[config.mk]
export PLATFORM = sky130hd
export DESIGN_NAME = gray_code_conv_pipe
export DESIGN_NICKNAME = d
export VERILOG_FILES = /design/src/rtl/gray_code_conv_pipe.sv
export SDC_FILE = /design/constraint.sdc
export NUM_CORES = 1
export LEC_CHECK = 0
export CORE_MARGIN = 2
export CORE_UTILIZATION = 55
export CTS_BUF_LIST = sky130_fd_sc_hd__clkbuf_8
export CTS_CLUSTER_SIZE = 16
export DETAILED_ROUTE_END_ITERATION = 8
export PLACE_DENSITY = 0.87
export SLEW_MARGIN = 15
export SYNTH_ARGS = -nofsm -noshare
export SYNTH_HDL_FRONTEND = slang
export SYNTH_SLANG_ARGS = --single-unit
[constraint.sdc]
create_clock -name clk -period 2.5 [get_ports clk]
set_input_delay 0.375 -clock clk [delete_from_list [all_inputs] [get_ports clk]]
set_output_delay 0.375 -clock clk [all_outputs]
set_load 0.01 [all_outputs]
[src/rtl/gray_code_conv_pipe.sv]
// Per-word binary<->Gray converter feeding a two-entry (main + skid) output buffer.
// Define GRAY_CODE_CONV_PARITY_EN to add a buffered out_parity output.
module gray_code_conv_pipe #(
  parameter int unsigned WIDTH = 4,
  parameter int unsigned CNT_W = 16
) (
  input  logic             clk,
  input  logic             rst_n,
  input  logic             in_valid,
  output logic             in_ready,
  input  logic [WIDTH-1:0] in_data,
  input  logic [1:0]       in_mode,
  output logic             out_valid,
  input  logic             out_ready,
  output logic [WIDTH-1:0] out_data,
  output logic             out_err,
`ifdef GRAY_CODE_CONV_PARITY_EN
  output logic             out_parity,
`endif
  output logic [CNT_W-1:0] xfer_cnt
);

  localparam logic [1:0] MODE_B2G  = 2'b00;
  localparam logic [1:0] MODE_G2B  = 2'b01;
  localparam logic [1:0] MODE_PASS = 2'b10;

  typedef enum logic [1:0] {
    EMPTY = 2'd0,
    ONE   = 2'd1,
    FULL  = 2'd2
  } state_e;

  typedef struct packed {
    logic [WIDTH-1:0] data;
    logic             err;
`ifdef GRAY_CODE_CONV_PARITY_EN
    logic             parity;
`endif
  } entry_t;

  function automatic logic [WIDTH-1:0] bin2gray(input logic [WIDTH-1:0] b);
    return b ^ (b >> 1);
  endfunction

  // Prefix XOR from the MSB down.
  function automatic logic [WIDTH-1:0] gray2bin(input logic [WIDTH-1:0] g);
    logic [WIDTH-1:0] b;
    b = '0;
    b[WIDTH-1] = g[WIDTH-1];
    for (int i = int'(WIDTH) - 2; i >= 0; i--) begin
      b[i] = b[i+1] ^ g[i];
    end
    return b;
  endfunction

  state_e           state_q, state_d;
  entry_t           main_q, main_d;
  entry_t           skid_q, skid_d;
  entry_t           conv;
  logic             in_ready_q, in_ready_d;
  logic             out_valid_q, out_valid_d;
  logic [CNT_W-1:0] cnt_q, cnt_d;
  logic             in_xfer;
  logic             out_xfer;

  assign in_xfer  = in_valid & in_ready_q;
  assign out_xfer = out_valid_q & out_ready;

  // Conversion of the word presented this cycle.
  always_comb begin
    conv = '0;
    case (in_mode)
      MODE_B2G:  conv.data = bin2gray(in_data);
      MODE_G2B:  conv.data = gray2bin(in_data);
      MODE_PASS: conv.data = in_data;
      default:   conv.err  = 1'b1;
    endcase
`ifdef GRAY_CODE_CONV_PARITY_EN
    conv.parity = ^conv.data;
`endif
  end

  always_ff @(posedge clk) begin
    if (!rst_n) begin
      state_q     <= EMPTY;
      main_q      <= '0;
      skid_q      <= '0;
      in_ready_q  <= 1'b1;
      out_valid_q <= 1'b0;
      cnt_q       <= '0;
    end else begin
      state_q     <= state_d;
      main_q      <= main_d;
      skid_q      <= skid_d;
      in_ready_q  <= in_ready_d;
      out_valid_q <= out_valid_d;
      cnt_q       <= cnt_d;
    end
  end

  // Buffer occupancy FSM; main always holds the oldest word.
  always_comb begin
    state_d = state_q;
    main_d  = main_q;
    skid_d  = skid_q;
    case (state_q)
      EMPTY: begin
        if (in_xfer) begin
          state_d = ONE;
          main_d  = conv;
        end
      end
      ONE: begin
        if (in_xfer && out_xfer) begin
          main_d = conv;
        end else if (in_xfer) begin
          state_d = FULL;
          skid_d  = conv;
        end else if (out_xfer) begin
          state_d = EMPTY;
        end
      end
      FULL: begin
        if (out_xfer) begin
          state_d = ONE;
          main_d  = skid_q;
        end
      end
      default: state_d = EMPTY;
    endcase
    in_ready_d  = (state_d != FULL);
    out_valid_d = (state_d != EMPTY);
    cnt_d       = in_xfer ? cnt_q + CNT_W'(1) : cnt_q;
  end

  assign in_ready   = in_ready_q;
  assign out_valid  = out_valid_q;
  assign out_data   = main_q.data;
  assign out_err    = main_q.err;
`ifdef GRAY_CODE_CONV_PARITY_EN
  assign out_parity = main_q.parity;
`endif
  assign xfer_cnt   = cnt_q;

endmodule

; ---- Word-level counts from Yosys, hierarchy flattened
; Index checks and enable logic that the tools add are counted.
; Widths: inputs -> output; s select.
[totals]
input_bits = 10
wordCells = 44
register_bits = 30
out_inout_bits = 23
[classes]
n_reduce_logical = 8
mux = 12
eq_ne = 8
add_sub_neg = 1
n_bitwise = 7
[op_table]
columns = op, count
row1 = $add 16x1->16 const B, 1
row2 = $mux 5, 3
row3 = $pmux 5 s3, 1
row4 = $pmux 4 s3, 1
row5 = $mux 2, 5
row6 = $ne 2x2->1 const B, 4
row7 = $pmux 2 s3, 1
row8 = $eq 2x1->1 const B, 2
row9 = $eq 2x2->1 const B, 2
row10 = $logic_not 2->1, 2
row11 = $reduce_and 4->1, 1
row12 = $xor 4x3->4, 1
row13 = $reduce_and 3->1, 1
row14 = $reduce_bool 3->1, 1
row15 = $reduce_or 3->1, 1
row16 = $xor 1x1->1, 3
row17 = $and 1x1->1, 2
row18 = $reduce_bool 2->1, 1
row19 = $logic_and 1x1->1, 1
row20 = $mux 1, 1
row21 = $not 1->1, 1

; ---- Logic depth before layout (Yosys ltp)
; Gate-level depths: netlist of the first run.
[depth]
word_depth = 6
depth_mapped = 7
depth_no_buf = 6

; ---- Worst setup path before layout of the first run
; No wires, ideal clock.
[synth_timing]
path_kind = register -> register
start = register cnt_q[3], in the netlist xfer_cnt[3]
end = register cnt_q[9], in the netlist xfer_cnt[9]
n_path_buf = 1
stages_incl_launch_ff = 6
setup_slack_ns = 0.945
setup_time_ns = 0.070
synth_period_minus_slack_ns = 1.555
arrival_time_ns = 1.485
required_ns = 2.430
cell_sequence = dfxtp_1 > nand4_2 > or3_1 > buf_2 > or3_1 > a21oi_1
[synth_between]
elab_chain_cells = 1
[synth_lines]
columns = item, line_no
row1 = start: declaration, 62  ; logic [CNT_W-1:0] cnt_q, cnt_d;
row2 = start signal: assignment, 97  ; cnt_q <= cnt_d;
row3 = $add 16x1->16, 133  ; cnt_d = in_xfer ? cnt_q + CNT_W'(1) : cnt_q;
; Every way passes these cells.
; A chain may end at the register's enable or synchronous reset.

; ---- Worst setup path after layout of the first run
[layout_timing]
start = input in_valid
end = register cnt_q[11], in the netlist xfer_cnt[11]
[layout_between]
elab_chain_cells = 1
[layout_lines]
columns = item, line_no
row1 = start: declaration, 9  ; input logic in_valid,
row2 = $and 1x1->1, 66  ; assign in_xfer = in_valid & in_ready_q;
; Every way passes these cells.

==> results.py, run 1 <==
metrics = {
    "floorplan": {
        "rows": 18,
        "die_h_um": 55.1,
        "core_sq_um": 2480,
        "start_util_pct": 58.0,
        "fp.dieW_um": 55.1,
        "floorplan.io_pins": 33,
        "dieArea_sq_um": 3040,
    },
    "power": {
        "ir_drop_mv": 0.534,
        "power_mw": 1.17,
        "leakagePower_nw": 0.687,
        "powerDensity_nw_per_um2": 628,
    },
    "timing": {
        "slew_viol_final": 0,
        "rsz0062_at_grt": "false",
        "max_freq_mhz": 546,
        "tns_ns": 0,
        "fin_crit_ns": 1.83,
        "hold_violations": 0,
        "fin_crit_sh_pct": 73.2,
        "worstMarginPinSlew_ns": 0.667,
        "skew_ns": 0.00419,
        "setup_viol": 0,
        "slew_headroom_pct": 55.5,
    },
    "clocking": {
        "htree_levels": 2,
        "postCtsSetupRepairBufs": 0,
        "path_clk_slew_ns": 0.07,
        "clock-sinks": 30,
        "clockRootBuffer": "clkbuf_8",
        "cts_resized": 0,
        "clk_latency_ns": 0.29,
        "cts_inserted_buffers": 5,
        "cts_tree": "yes",
        "holdBufCountCts": 0,
        "clockBufferDepth": 2,
    },
    "final_layout": {
        "nFillCells": 190,
        "n_antenna_cell": 0,
        "final_cell_mix": "32 x clkdlybuf4s50_1, 30 x dfxtp_1, 24 x nand2_1, 22 x nor2_1, 9 x a21oi_1",
        "nNetsFinal": 219,
        "final_layout_size_suffix_gt1_share_pct": 5.74,
        "multi_input_area_sq_um": 764,
        "area_growth_syn_to_layout_pct": 29.4,
        "layout_commonest_cell": "clkdlybuf4s50_1",
        "seqCellArea_sq_um": 601,
    },
    "global_route": {
        "grt_pass1_wl_um": 5620,
        "grt_pass1_vias": 1254,
        "track_usage_pct": 26.5,
        "gr-total-overflow": 0,
        "grt_max_degree": 23,
        "antenna_found_initial": 0,
    },
    "worst_setup_path": {
        "path_max_fanout": 6,
        "critical_path.cell_chain": "clkdlybuf4s50_1 -> nand2_1 -> or3_1 -> nor3_1 -> xnor2_1 -> nor2_1",
        "startpoint_type": "input pin",
        "cp.arrival_ns": 1.99,
        "critPathRequiredTime_ns": 2.66,
        "worst_r2r_endpoint": "xfer_cnt[11]$_SDFFE_PN0P_",
        "rrSetupSlack_ns": 0.78,
        "max_stage_delay_ns": 0.53,
        "cp_slowest_cell": "clkdlybuf4s50_1",
        "cp-end-kind": "flip-flop",
        "rr_startpoint": "xfer_cnt[3]$_SDFFE_PN0P_",
        "critPathKind": "in -> reg",
        "rr_worst_depth": 5,
    },
    "run_status": {
        "status": "completed",
    },
    "placed_design": {
        "place.port_buffers": 32,
        "gp_congestion": 0.776,
        "dpl.hpwl_um": 2500,
    },
    "yosys": {
        "synth_warnings": 0,
        "seq_area_frac_synth_pct": 41.8,
        "syn_nets": 191,
        "syn-cell-area_sq_um": 1440,
        "synth_cells": 180,
        "syn_area_per_cell_sq_um": 7.98,
        "ys_ff_latch": 30,
        "synth_cell_types": 35,
    },
    "routing": {
        "viasPerCell": 5.97,
        "drtPass1Iterations": 5,
        "drtIter0Drc": 33,
        "drt-total-wl_um": 3620,
        "routedWlPerCell_um": 15.2,
        "via_count": 1428,
        "postRouteAntennaNets": 0,
        "remaining_drc_errors": 0,
    },
    "min_path": {
        "holdPathStages": 2,
        "hold_path.class": "reg -> reg",
        "min_to": "out_data[1]$_SDFFE_PN0P_",
        "hold_path.startpoint": "out_data[1]$_SDFFE_PN0P_",
    },
    "run": {
        "cap_viol_max_count": 0,
    },
}
[cell usage after synthesis]
library cell | number | area share, %
o21ai_0 | 7 | 2.4
nor2b_1 | 3 | 1.3
a311oi_1 | 1 | 0.61
o22a_1 | 1 | 0.61
o2111ai_1 | 2 | 1.2
a31oi_1 | 4 | 1.7
nand2_1 | 24 | 6.3
o211ai_1 | 3 | 1.6
or3_1 | 5 | 2.2
buf_2 | 3 | 1.0
dfxtp_1 | 30 | 42
a22o_1 | 1 | 0.61
and3_1 | 3 | 1.3
clkbuf_1 | 8 | 2.1
o2bb2ai_1 | 1 | 0.61
o211a_1 | 2 | 1.4
nand4_1 | 4 | 1.7
nand3_1 | 8 | 2.8
nor4_1 | 1 | 0.44
nand2b_1 | 3 | 1.3
xnor2_1 | 6 | 3.7
a21oi_1 | 9 | 3.1
inv_1 | 7 | 1.8
and2_1 | 1 | 0.44
and4_1 | 1 | 0.61
o221ai_1 | 1 | 0.61
ha_1 | 1 | 0.87
xor2_1 | 7 | 4.3
nand4_2 | 1 | 0.87
a21boi_0 | 1 | 0.52
nor3_1 | 1 | 0.35
a2bb2oi_1 | 1 | 0.61
or2_2 | 3 | 1.3
a211oi_1 | 4 | 2.1
nor2_1 | 22 | 5.7
[power by group]
part | switching, mW | internal, mW
Clock | 0.188 | 0.293
Combinational | 0.0860 | 0.0779
Sequential | 0.0206 | 0.502
[metrics by stage]
step | cells | util (%) | hold WS [ns] | worst slack, ns | cell area [sq um]
3_3_place_gp | 231 | 70.6 | 0.452 | 0.500 | 1750
2_1_floorplan | 180 | - | 0.450 | 0.945 | 1440
4_1_cts | 239 | 75.0 | 0.478 | 0.689 | 1860
6_report | 239 | 75.0 | 0.474 | 0.670 | 1860
5_1_grt | 239 | 75.0 | 0.493 | 0.525 | 1860
3_5_place_dp | 231 | 70.6 | 0.465 | 0.421 | 1750
[worst max-delay path, delay by kind of cell]
| family | cells | cell delay [ns] |
|---|---|---|
| simple gates | 4 | 0.94 |
| buf+inv | 1 | 0.53 |
| xor+xnor | 1 | 0.15 |
[flip-flops by register name (all words and copies together) (netlist names)]
signal and flops:
out_valid 1, in_ready 1, skid_q 5, out_data 4, state_q 2, xfer_cnt 16, out_err 1
[how the worst max path moves through the flow]
stage,start,endpoint,slack [ns],cells after the start
after floorplan,xfer_cnt[3]$_SDFFE_PN0P_,xfer_cnt[9]$_SDFFE_PN0P_,0.94,5
after global placement,in_valid,xfer_cnt[11]$_SDFFE_PN0P_,0.50,6
after detailed placement,in_valid,xfer_cnt[11]$_SDFFE_PN0P_,0.42,6
after CTS,in_valid,xfer_cnt[11]$_SDFFE_PN0P_,0.69,6
after global routing,in_valid,out_data[0]$_SDFFE_PN0P_,0.52,6
final,in_valid,xfer_cnt[11]$_SDFFE_PN0P_,0.67,6
[logic make-up after synthesis]
family	count (synthesis)	share of synthesized area (%)
buf+inv	18	4.97
compound gates	38	17.8
simple gates	80	26.7
fa+ha+maj	1	0.871
flops	30	41.8
xor+xnor	13	7.93
[per-layer routing]
metal | global-route usage (%) | share of wire (%) | vias up
met3 | 7.26 | 5.9 | 10
met4 | 12.6 | 1.7 | 0
li1 | - | - | 679
met2 | 45.2 | 52 | 50
met5 | 0 | 0 | -
met1 | 30.4 | 40 | 689
[final cells by class]
type,instances,area share (%)
inverter,7,1.41
sequential,30,32.3
tap,30,2.02
timing repair buffer,32,17.2
clock buffer,5,3.70
multi-input combinational,132,41.1
clock inverter,3,2.15
Note: power is estimated with default switching activity, not from simulation.
==> run 2, diff against run 1 <==
CORE_UTILIZATION = 51   (was 55)
PLACE_DENSITY = 0.81   (was 0.87)
clock period = 1.8 ns   (was 2.5 ns; I/O delays follow)
==> run 2 against run 1 <==
Combinational power grew 51%. Worst hold slack worse by 0.0010 ns. First-iteration DRC count increased by 88%. Design area increased by 3.8%. Register-to-register slack lost 0.56 ns. Cell count grew 5.0%. Via count is 1.5% lower. Count of clock-buffer cells in the layout is 1 higher. Largest cell class unchanged.
==> results.py, run 2 (synthesis gave the netlist of run 1 again) <==
metrics = {
    "timing": {
        "fin_crit_sh_pct": 87.9,
        "setup_viol": 0,
        "hold_violations": 0,
        "worstMarginPinSlew_ns": 0.351,
        "rsz0062_at_grt": "false",
        "slew_viol_final": 0,
        "fin_crit_ns": 1.58,
        "skew_ns": 0.00618,
        "timing.hold.ws_ns": 0.472,
        "max_freq_mhz": 632,
        "slew_headroom_pct": 76.6,
    },
    "power": {
        "powerDensity_nw_per_um2": 803,
        "ir_drop_mv": 0.666,
        "leakagePower_nw": 0.728,
    },
    "worst_setup_path": {
        "rr_worst_depth": 4,
        "critPathRequiredTime_ns": 2.02,
        "path_max_fanout": 6,
        "startpoint_type": "flip-flop",
        "critPathKind": "reg -> reg",
        "cp.arrival_ns": 1.80,
        "cp-end-kind": "flip-flop",
    },
    "global_route": {
        "grt_pass1_vias": 1368,
        "antenna_found_initial": 0,
        "track_usage_pct": 23.1,
        "grt_max_degree": 14,
        "gr-total-overflow": 0,
        "grt_pass1_wl_um": 5840,
    },
    "final_layout": {
        "nFillCells": 222,
        "final_cell_mix": "32 x clkdlybuf4s50_1, 30 x dfxtp_1, 24 x nand2_1, 22 x nor2_1, 11 x buf_4",
        "largest_reg_flops": 16,
        "stdcell_count": 251,
        "seqCellArea_sq_um": 601,
        "layout_commonest_cell": "clkdlybuf4s50_1",
        "nNetsFinal": 230,
        "final_layout_size_suffix_gt1_share_pct": 10.9,
        "area_growth_syn_to_layout_pct": 34.3,
        "multi_input_area_sq_um": 766,
        "n_antenna_cell": 0,
    },
    "min_path": {
        "hold_path.class": "reg -> reg",
        "holdPathStages": 2,
    },
    "placed_design": {
        "place.port_buffers": 32,
        "place_inst": 243,
        "dpl.hpwl_um": 2630,
        "gp_congestion": 0.825,
    },
    "routing": {
        "drt-total-wl_um": 3490,
        "drtPass1Iterations": 4,
        "drtIter0Drc": 62,
        "viasPerCell": 5.61,
        "remaining_drc_errors": 0,
        "routedWlPerCell_um": 13.9,
        "via_count": 1407,
        "postRouteAntennaNets": 0,
    },
    "clocking": {
        "cts_tree": "yes",
        "htree_levels": 2,
        "holdBufCountCts": 0,
        "path_clk_slew_ns": 0.07,
        "cts_resized": 0,
        "clockBufferDepth": 2,
        "cts_inserted_buffers": 5,
        "clk_latency_ns": 0.29,
        "clock-sinks": 30,
        "clockRootBuffer": "clkbuf_8",
        "postCtsSetupRepairBufs": 0,
    },
    "run_status": {
        "status": "completed",
    },
    "floorplan": {
        "rows": 19,
        "dieArea_sq_um": 3260,
        "fp.dieW_um": 57.1,
        "die_h_um": 57.1,
        "core_sq_um": 2710,
        "start_util_pct": 53.0,
        "floorplan.io_pins": 33,
    },
    "run": {
        "cap_viol_max_count": 0,
    },
}
==> run 2: layout make-up <==
class	count	share of cell area [%]
multi-input cells	132	39.7
inverters	7	1.36
clock inverters	2	0.649
clock buffers	6	4.28
well taps	31	2.01
flip-flops and latches	30	31.1
repair buffers	43	20.9
==> run 2: final timing paths <==
path	from	endpoint	slack, ns
worst max register to register	xfer_cnt[3]$_SDFFE_PN0P_	xfer_cnt[9]$_SDFFE_PN0P_	0.22
worst min-delay path	out_data[1]$_SDFFE_PN0P_	out_data[1]$_SDFFE_PN0P_	0.47
worst max-delay path	xfer_cnt[3]$_SDFFE_PN0P_	xfer_cnt[9]$_SDFFE_PN0P_	0.22
worst min register to register	out_data[1]$_SDFFE_PN0P_	out_data[1]$_SDFFE_PN0P_	0.47
==> run 2: report_power, final <==
group	total, mW	switching, mW	internal (mW)	leakage, nW
logic	0.247	0.122	0.125	0.437
registers	0.725	0.0278	0.697	0.244
clock network	0.577	0.270	0.307	0.0472
==> run 2: per-stage QoR <==
step           worst slack (ns)  util (%)  total power, mW  area (sq um)  setup TNS, ns
6_report                  0.218      71.2             1.55          1930              0
3_5_place_dp            -0.0453      67.6            0.983          1830         -0.231
3_3_place_gp            -0.0127      67.6            0.972          1830        -0.0127
5_1_grt                  0.0737      71.2             1.62          1930              0
2_1_floorplan             0.245         -            0.871          1440              0
4_1_cts                   0.196      71.1             1.56          1930              0
==> run 2: worst max-delay path, stage by stage (launching register included) <==
cell     delay, ns
dfxtp_1       0.44
nand4_2       0.16
or3_1         0.43
or3_1         0.33
a21oi_1       0.15
==> run 2: per-layer routing <==
layer	GRT usage, %	routed length [um]	up-vias
li1	-	-	697
met1	25.9	1480	649
met2	39.2	1720	52
met3	7.94	208	9
met4	11.3	79	0
met5	0	0	-
==> run 3, diff against run 2 <==
CORE_ASPECT_RATIO = 1.4   (was unset)
SLEW_MARGIN = 20   (was 15)
==> run 3 against run 2 <==
Sequential power is essentially flat. Core utilization grew 3.2 points. Clock skew is essentially flat. Routed wire length shrank 3.4%.
==> results.py, run 3 (synthesis gave the netlist of run 1 again) <==
metrics = {
    "routing": {
        "viasPerCell": 5.40,
        "drt-total-wl_um": 3370,
        "via_count": 1403,
        "drtIter0Drc": 41,
        "remaining_drc_errors": 0,
        "drtPass1Iterations": 4,
        "routedWlPerCell_um": 13.0,
        "postRouteAntennaNets": 0,
    },
    "worst_setup_path": {
        "critical_path.cell_chain": "ha_1 -> nand4_1 -> or2_2 -> or3_1 -> a21oi_1",
        "path_max_fanout": 4,
        "cp.arrival_ns": 1.84,
        "max_stage_delay_ns": 0.40,
        "crit_buf_inv": 0,
        "cp-end-kind": "flip-flop",
        "startpoint_type": "flip-flop",
        "cp_slowest_cell": "dfxtp_1",
        "crit_family": "simple AND/OR/NAND/NOR gates",
        "critPathKind": "reg -> reg",
        "critPathRequiredTime_ns": 2.02,
    },
    "global_route": {
        "use_met3_pct": 6.05,
        "track_usage_pct": 23.7,
        "grt_use_met1_pct": 21.2,
        "grt_pass1_vias": 1422,
        "grt_pass1_wl_um": 5860,
        "gr-total-overflow": 0,
        "use_met2_pct": 47.9,
        "grt_max_degree": 19,
        "antenna_found_initial": 0,
        "busiest_layer": "met2",
    },
    "timing": {
        "fin_crit_sh_pct": 90.1,
        "rsz0062_at_grt": "false",
        "slew_viol_final": 0,
        "worstMarginPinSlew_ns": 0.348,
        "tns_ns": 0,
        "hold_violations": 0,
        "fin_crit_ns": 1.62,
        "timing.hold.ws_ns": 0.466,
        "slew_headroom_pct": 76.8,
        "skew_ns": 0.00575,
        "max_freq_mhz": 616,
        "setup_viol": 0,
    },
    "run_status": {
        "status": "completed",
    },
    "clocking": {
        "clockRootBuffer": "clkbuf_8",
        "postCtsSetupRepairBufs": 0,
        "cts_inserted_buffers": 5,
        "htree_levels": 2,
        "clockBufferDepth": 2,
        "clock-sinks": 30,
        "cts_resized": 0,
        "cts_tree": "yes",
        "clk_latency_ns": 0.28,
        "path_clk_slew_ns": 0.06,
        "holdBufCountCts": 0,
    },
    "floorplan": {
        "fp.dieW_um": 48.9,
        "rows": 22,
        "dieArea_sq_um": 3260,
        "core_sq_um": 2640,
        "start_util_pct": 54.4,
        "die_h_um": 66.8,
        "floorplan.io_pins": 33,
    },
    "final_layout": {
        "largest_reg_flops": 16,
        "fin_area_sq_um": 1970,
        "final_layout_size_suffix_gt1_share_pct": 12.1,
        "final_cell_mix": "32 x clkdlybuf4s50_1, 30 x dfxtp_1, 24 x nand2_1, 22 x nor2_1, 17 x buf_4",
        "layout_commonest_cell": "clkdlybuf4s50_1",
        "n_antenna_cell": 0,
        "nFillCells": 212,
        "nNetsFinal": 236,
        "area_growth_syn_to_layout_pct": 36.9,
    },
    "placed_design": {
        "dpl-instance-area_sq_um": 1880,
        "gp_congestion": 0.818,
        "place.port_buffers": 32,
        "dpl.hpwl_um": 2700,
    },
    "power": {
        "leakagePower_nw": 0.756,
        "ir_drop_mv": 0.716,
        "powerDensity_nw_per_um2": 767,
        "power_mw": 1.51,
    },
    "run": {
        "cap_viol_max_count": 0,
    },
    "min_path": {
        "hold_path.class": "reg -> reg",
    },
}
[run 3: cell types whose count changed in the layout (fill, tap and decap cells not counted), sizes merged]
cell and change:
clkinvlp -1, buf +6, clkinv -1
[run 3: layout make-up]
cell class / instances / area, sq um / share of cell area, %
clock buffers: 6 / 82.6 / 4.20
repair buffers: 49 / 448 / 22.8
flip-flops and latches: 30 / 601 / 30.5
multi-input cells: 132 / 764 / 38.9
inverters: 7 / 26.3 / 1.34
well taps: 36 / 45.0 / 2.29
[run 3: layer usage]
metal / routed length [um] / vias up
li1: - / 715
met1: 1280 / 643
met2: 1890 / 37
met3: 130 / 8
met4: 71 / 0
met5: 0 / -
[run 3: where the power goes]
part | internal, mW | total (mW) | switching (mW)
logic | 0.134 | 0.254 | 0.120
clock network | 0.294 | 0.530 | 0.236
registers | 0.698 | 0.725 | 0.0274
[run 3: worst paths after layout]
| kind | endpoint | from | slack, ns | cells past startpoint |
|---|---|---|---|---|
| max | xfer_cnt[14]$_SDFFE_PN0P_ | xfer_cnt[0]$_SDFFE_PN0P_ | 0.18 | 5 |
| min | out_data[1]$_SDFFE_PN0P_ | out_data[1]$_SDFFE_PN0P_ | 0.47 | 2 |
| max reg2reg | xfer_cnt[14]$_SDFFE_PN0P_ | xfer_cnt[0]$_SDFFE_PN0P_ | 0.18 | 5 |
| min reg2reg | out_data[1]$_SDFFE_PN0P_ | out_data[1]$_SDFFE_PN0P_ | 0.47 | 2 |
[run 3: worst register-to-register path, delay by kind of cell, from the launching register on]
kind / cells / cell delay [ns]
DFF: 1 / 0.40
and+or+nand+nor: 3 / 0.79
AOI/OAI and AO/OA: 1 / 0.14
adders and majority gates: 1 / 0.23
[run 3: through the flow]
stage          setup slack [ns]  utilization (%)  cells
3_5_place_dp            -0.0834             71.3    254
3_3_place_gp            -0.0463             71.3    254
4_1_cts                   0.127             74.4    260
2_1_floorplan             0.245                -    180
5_1_grt                  0.0215             74.4    260
6_report                  0.178             74.4    260
